[src/rtl/clock_phase_pkg.sv]
// clock_phase_pkg: shared phase/state encodings and strobe masks for the clock sequencer
package clock_phase_pkg;
   typedef enum logic [1:0] {FETCH = 2'd0, DECODE = 2'd1, MEM = 2'd2, WB = 2'd3} phase_e;
   typedef enum logic [2:0] {S_IDLE = 3'd0, S_P0 = 3'd1, S_P1 = 3'd2, S_P2 = 3'd3, S_P3 = 3'd4} state_e;
   localparam int NUM_PHASES = 4;
   // strobe masks ordered {processor, imem, dmem, regfile}
   localparam logic [3:0] MASK_FETCH  = 4'b1000;
   localparam logic [3:0] MASK_DECODE = 4'b1100;
   localparam logic [3:0] MASK_MEM    = 4'b0010;
   localparam logic [3:0] MASK_WB     = 4'b0001;
   function automatic phase_e state_phase(state_e s);
      return s == S_P1 ? DECODE : s == S_P2 ? MEM : s == S_P3 ? WB : FETCH;
   endfunction
   function automatic logic [3:0] strobe_mask(state_e s);
      return s == S_P0 ? MASK_FETCH : s == S_P1 ? MASK_DECODE :
             s == S_P2 ? MASK_MEM : s == S_P3 ? MASK_WB : 4'b0000;
   endfunction
endpackage

[src/rtl/phase_timer.sv]
// phase_timer: counts main cycles within a phase and flags the last one
module phase_timer
   import clock_phase_pkg::*;
#(
   parameter int PHASE_LEN = 1
) (
   input  logic clock,
   input  logic reset,
   input  logic restart,
   output logic last
);
   localparam int W = PHASE_LEN > 1 ? $clog2(PHASE_LEN) : 1;
   logic [W-1:0] cnt;
   assign last = cnt == W'(PHASE_LEN - 1);
   // wrap at phase end; held at zero while idle so P0 always starts fresh
   always_ff @(posedge clock)
      cnt <= (reset || restart || last) ? '0 : cnt + 1'b1;
endmodule

[src/rtl/clock_phase_gen.sv]
// clock_phase_gen: four-phase registered clock sequencer with halt, single-step and cycle counter
module clock_phase_gen
   import clock_phase_pkg::*;
#(
   parameter int PHASE_LEN = 1,
   parameter int CNT_W = 32
) (
   input  logic             clock,
   input  logic             reset,
   input  logic             halt,
   input  logic             step,
   output logic             processor_clock,
   output logic             imem_clock,
   output logic             dmem_clock,
   output logic             regfile_clock,
   output logic [1:0]       phase,
   output logic             running,
   output logic [CNT_W-1:0] cycle_count
);
   state_e state, state_n;
   logic   step_pending, step_pending_n, last;

   phase_timer #(.PHASE_LEN(PHASE_LEN)) u_timer (
      .clock  (clock),
      .reset  (reset),
      .restart(state == S_IDLE),
      .last   (last)
   );

   // next state: halt only sampled in IDLE and at the P3->P0 boundary
   always_comb begin
      state_n = state;
      step_pending_n = step_pending;
      if (state == S_IDLE) begin
         state_n = (!halt || step) ? S_P0 : S_IDLE;
         step_pending_n = halt && step;
      end else if (last) begin
         state_n = state == S_P0 ? S_P1 : state == S_P1 ? S_P2 : state == S_P2 ? S_P3 :
                   (halt || step_pending) ? S_IDLE : S_P0;
         if (state == S_P3) step_pending_n = 1'b0;
      end
   end

   // outputs decoded from next state so every strobe is a clean register output
   always_ff @(posedge clock) begin
      if (reset) begin
         state <= S_IDLE;
         step_pending <= 1'b0;
         {processor_clock, imem_clock, dmem_clock, regfile_clock} <= 4'b0000;
         phase <= 2'd0;
         running <= 1'b0;
         cycle_count <= '0;
      end else begin
         state <= state_n;
         step_pending <= step_pending_n;
         {processor_clock, imem_clock, dmem_clock, regfile_clock} <= strobe_mask(state_n);
         phase <= state_phase(state_n);
         running <= state_n != S_IDLE;
         if (state_n == S_P0 && state != S_P0) cycle_count <= cycle_count + 1'b1;
      end
   end
endmodule
[config.mk]
export PLATFORM = sky130hd
export DESIGN_NAME = clock_phase_gen
export DESIGN_NICKNAME = d
export VERILOG_FILES = /design/src/rtl/clock_phase_pkg.sv /design/src/rtl/phase_timer.sv /design/src/rtl/clock_phase_gen.sv
export SDC_FILE = /design/constraint.sdc
export NUM_CORES = 1
export LEC_CHECK = 0
export BUFFER_PORTS_ARGS = -buffer_cell sky130_fd_sc_hd__buf_2
export CORE_MARGIN = 2
export CORE_UTILIZATION = 54
export DETAILED_ROUTE_END_ITERATION = 7
export GPL_TIMING_DRIVEN = 0
export PLACE_DENSITY = 0.79
export REMOVE_ABC_BUFFERS = 1
export SYNTH_ARGS = -nofsm -noshare
export SYNTH_HDL_FRONTEND = slang
export SYNTH_SLANG_ARGS = --single-unit
export TNS_END_PERCENT = 1
[constraint.sdc]
create_clock -name clock -period 2.3 [get_ports clock]
set_clock_uncertainty 0.2 [all_clocks]
set_input_delay 0.46 -clock clock [delete_from_list [all_inputs] [get_ports clock]]
set_output_delay 0.46 -clock clock [all_outputs]
set_load 0.02 [all_outputs]
# Word level (Yosys, flattened, before mapping)
# Cells that the tools add are included.
[word_totals]
elab_cells = 56
inputBits = 4
out_inout_bits = 39
register_bits = 44
[op_classes]
n_eq_ne = 10
reduce_logical = 15
add_sub_neg = 2
n_bitwise = 1
muxes = 17
[ops]
columns = ["cell", "count"]
rows = [
  ["$add A32 B1 Y32 const B", 1],
  ["$mux W3", 5],
  ["$eq A3 B2 Y1 const B", 4],
  ["$mux W4", 2],
  ["$mux W1", 7],
  ["$eq A3 B1 Y1 const B", 2],
  ["$eq A3 B3 Y1 const B", 2],
  ["$mux W2", 3],
  ["$logic_or A1 B1 Y1", 4],
  ["$reduce_or A2 Y1", 2],
  ["$reduce_or A4 Y1", 1],
  ["$logic_not A3 Y1", 1],
  ["$ne A3 B1 Y1 const B", 1],
  ["$reduce_bool A3 Y1", 1],
  ["$reduce_or A3 Y1", 1],
  ["$logic_and A1 B1 Y1", 2],
  ["$ne A2 B1 Y1 const B", 1],
  ["$reduce_and A2 Y1", 1],
  ["$reduce_bool A2 Y1", 1],
  ["$add A1 B1 Y1 const B", 1],
  ["$logic_not A1 Y1", 1],
  ["$not A1 Y1", 1],
]

# Depth between registers and ports, before layout
[depth]
depth_word = 12
depth_mapped = 6
ltp_nobuf = 6

# By module
# From an unflattened synthesis, not the netlist that was laid out.
[unflattened]
cells_unflattened = 252
hier_area_um2 = 2124.5
[modules_own_cells]
columns = ["mod", "cells_per_inst", "seq_area_each_um2", "area_each_um2", "instances"]
rows = [
  ["clock_phase_gen", 249, 860.8, 2097.0, 1],
  ["phase_timer", 3, 20.0, 27.5, 1],
]

# Least setup slack after synthesis
# Ideal clock, no wire load.
[synth_timing]
kind = "register to register"
startpoint = "reg cycle_count[0]"
endpoint = "reg cycle_count[26]"
period_less_slack_ns = 2.242
t_arrival_ns = 1.972
setup_slack_ns = 0.058
setup_ns = 0.070
stages_incl_launch_ff = 7
t_required_ns = 2.030
path_buffers = 0
cell_sequence = "dfxtp_1 -> ha_1 -> nand3_1 -> nor4_2 -> o211ai_1 -> or3_1 -> a21oi_1"
[synth_between]
elab_chain_cells = 1
[synth_rtl]
columns = ["element", "line_no", "rtl"]
rows = [
  ["start: declaration", "clock_phase_gen.sv:18", "output logic [CNT_W-1:0] cycle_count"],
  ["start signal: assignment", "clock_phase_gen.sv:59", "if (state_n == S_P0 && state != S_P0) cycle_count <= cycle_count + 1'b1;"],
  ["$add A32 B1 Y32", "clock_phase_gen.sv:59", ""],
]
# No other way between the ends.
# A chain may end at the register's enable or synchronous reset.

# Worst setup path in the final report
[layout_timing]
startpoint = "reg state[1]"
endpoint = "reg cycle_count[9]"
[layout_between]
elab_chain_cells = 8
word_cells_on_any_way = 12
cone_classes = "eq/ne (5); mux (5); reduce/logical (2)"
[layout_rtl]
columns = ["element", "line_no", "rtl"]
rows = [
  ["start: declaration", "clock_phase_gen.sv:20", "state_e state, state_n;"],
  ["start signal: assignment", "clock_phase_gen.sv:54", "state <= state_n;"],
  ["$eq A3 B2 Y1", "clock_phase_gen.sv:38", "state_n = state == S_P0 ? S_P1 : state == S_P1 ? S_P2 : state == S_P2 ? S_P3 :"],
  ["$mux W3 (3 in a row)", "clock_phase_gen.sv:38", ""],
  ["$mux W3", "clock_phase_gen.sv:37", "end else if (last) begin"],
  ["$mux W3", "clock_phase_gen.sv:34", "if (state == S_IDLE) begin"],
  ["$eq A3 B1 Y1", "clock_phase_gen.sv:59", ""],
  ["$logic_and A1 B1 Y1 *", "clock_phase_gen.sv:59", ""],
]
# Mark *: on every way between the ends. The rest lies on a longest branch, timed or not.

==> summary.md <==
| Metric | Value |
|---|---|
| Max Cap Viol | 0 |
| Critical path type | register to register |
| Placer Congestion | 0.785 |
| Synth unique cells | 46 |
| DRC | 0 |
| Worst setup margin | 0.0887 ns |
| Hold Crit Class | input port to register |
| # placed instances | 314 |
| Static leakage | 1.02 nW |
| # IOs | 43 |
| Dpl ws | -0.342 ns |
| Achievable Freq | 0.452 GHz |
| Leading area contributor after synthesis | dfxtp_1 |
| Root buffer cell | clkbuf_8 |
| Hold_ws | 0.243 ns |
| Worst EP required | 2.33 ns |
| CP endpoint | cycle_count[9] |
| Worst vdd ir | 0.407 mV |
| Global-route wire length before repair | 7310 um |
| Die Y-Extent | 65.4 um |
| Routed Wire Length | 4470 um |
| Die Width | 65.4 um |
| Routed len/inst | 13.5 um |
| Vias per std cell | 5.65 |
| Dpl hpwl | 2900 um |
| Register area share after synthesis | 43.3% |
| Worst-Skew Late Latency | 0.30 ns |
| FF-to-FF setup slack | 0.09 ns |
| H-tree depth | 2 |
| Worst setup EP type | register |
| Final count of hold timing violations | 0 |
| Flops & latches, synth | 44 |
| Status | finished clean |
| Mapped Cells | 231 |
| Iter 0 DRT Violations | 131 |
| Congestion Overflow GR | 0 |
| Pwr dens | 655 nW/um^2 |
| CTS tree | done |
| Clock Sinks | 44 |
| Final core area utilization | 69.8% |
| Post-synth top flop | dfxtp_1 |
| Initial antenna violation count | 0 |
| Worst Tran Pin Value | 0.738 ns |
| Async set-or-reset flop fraction in the synthesized netlist | 0% |
| Vias in the first global route | 1635 |
| Syn_area_per_cell | 8.81 sq um |
| Slowest cell on crit path | dfxtp_1 |
| Die area | 4280 sq um |
| Number of CTS-inserted buffers | 5 |
| Clk buf depth | 2 |
| Count leader, synth | dfxtp_1 |
| Final instance area | 2540 sq um |
| Worst-path cell chain | nor2_1 > o22ai_1 > a32oi_2 > or4_1 > a21oi_1 |
| # fillers | 325 |
| Antenna viol nets, final | 0 |
| Reg2Reg Depth | 5 |
| Worst stage delay on the critical path | 0.62 ns |
| RSZ-0062 raised after global routing | yes |
| Total track usage | 21.6% |
| Row cnt | 22 |
| Yosys warnings | 0 |
| Final slew viol count | 0 |
| Non-filler cells, final | 330 |
| Clk slew on worst S/H paths | 0.09 ns |
| Initial core utilization | 56.0% |
| Number of synthesized flops with an enable pin | 0 |
| Min cycle time layout | 2.21 ns |
| Total stage count of the critical path | 5 |
| Slew headroom | 50.8% |
| Core box area | 3630 sq um |
| First-pass DRT Iterations | 4 |
| Family with the most delay on the worst path | simple AND/OR/NAND/NOR gates |
| ANT cells | 0 |
| R2R Path End | cycle_count[9] |
| Final setup violation count | 0 |
| FF-to-FF Start | state[1] |
| Post-place instance area | 2280 sq um |
| Commonest cells in the synthesized netlist | dfxtp_1, nor2_1, a21oi_1, nand2_1, xnor2_1 |
| Pin count of the biggest net entering global routing | 41 |
| Hold Buf Count CTS | 0 |
| Pwr Total | 1.66 mW |
| P&R area growth vs syn | 24.6% |
| Setup TNS | 0 ns |
| Post-synth top area share | 43.3% |
| Via count | 1863 |
| Worst Setup SP | state[1] |
| WP buf/inv | 0 |
| Period utilization | 96.1% |
| Layout cells sized above 1 | 29.1% |
| Buffers on Ports | 42 |
| Crit path DAT | 2.24 ns |
| # nets final | 286 |
| CP Launch Type | register |
| Area contributors post-synth | dfxtp_1, nor2_1, xnor2_1 |
| Crit path max fanout | 11 |
| Post-Syn Area | 2040 sq um |
[sequential cells by signal, summed over array words and instances, names as in the netlist]
register	cells
processor_clock	1
imem_clock	1
cycle_count	32
phase	2
step_pending	1
regfile_clock	1
dmem_clock	1
running	1
state	3
u_timer.cnt	1
[where the power goes]
group / total (mW) / switching (mW) / internal, mW
logic: 0.238 / 0.143 / 0.0948
clock network: 0.597 / 0.270 / 0.327
registers: 0.825 / 0.0336 / 0.791
[layer usage]
| layer | global-route usage [%] | routed length (um) | vias to the layer above |
|---|---|---|---|
| met5 | 0 | 0 | - |
| met3 | 4.45 | 195 | 7 |
| met4 | 10.2 | 65 | 0 |
| met1 | 27.0 | 2040 | 873 |
| met2 | 35.7 | 2170 | 43 |
| li1 | - | - | 940 |
[cell usage in the layout, fill, tap and decap left out, types with 6 or more instances in the layout]
master | Yosys | final
buf_4 | 0 | 8
or3_1 | 8 | 8
o21ai_0 | 8 | 8
xnor2_1 | 10 | 10
or4_1 | 7 | 7
a21oi_1 | 17 | 17
o31ai_1 | 6 | 6
xor2_1 | 9 | 9
nand2_1 | 16 | 16
nand3_1 | 9 | 7
dfxtp_1 | 44 | 38
nand4_1 | 8 | 8
inv_1 | 6 | 6
nor2_1 | 28 | 27
dfxtp_2 | 0 | 6
buf_2 | 3 | 42
[repair_timing]
item	4_1_cts	5_1_grt
gates cloned	0	0
resized for setup	6	14
setup buffers	0	8
endpoints found under the setup margin	13	17
pin swaps	0	4
[kinds of logic after synthesis]
family,after synthesis,share of synthesized area (%)
multiplexers,1,0.492
buffers and inverters,13,2.58
AND/OR/NAND/NOR,106,30.4
other,1,0.184
flip-flops,44,43.3
adder cells (fa/ha/maj),1,0.615
XOR/XNOR,19,8.17
AO/OA/AOI/OAI,46,14.3
[worst min path at each step]
| stage | from | endpoint | slack, ns | depth (start not counted) |
|---|---|---|---|---|
| 2_1_floorplan | step_pending | step_pending | 0.28 | 2 |
| 6_report | step | step_pending | 0.24 | 3 |
| 3_3_place_gp | cycle_count[31] | cycle_count[31] | 0.27 | 2 |
| 4_1_cts | step | step_pending | 0.24 | 3 |
| 3_5_place_dp | cycle_count[31] | cycle_count[31] | 0.27 | 2 |
| 5_1_grt | step | step_pending | 0.28 | 3 |
[area by class of cell]
type | instances | area (sq um) | share of cell area (%)
Inverter | 6 | 22.5 | 0.888
Timing Repair Buffer | 50 | 270 | 10.7
Multi-Input combinational cell | 174 | 1180 | 46.5
Clock inverter | 3 | 47.5 | 1.87
Tap cell | 48 | 60.1 | 2.37
Sequential cell | 44 | 888 | 35.0
Clock buffer | 5 | 68.8 | 2.71
[tightest hold or removal path, cell delays in order]
cell and delay (ns):
buf_2 0.09, a32oi_1 0.08, nor2_1 0.08
(Power assumes the default switching activity.)
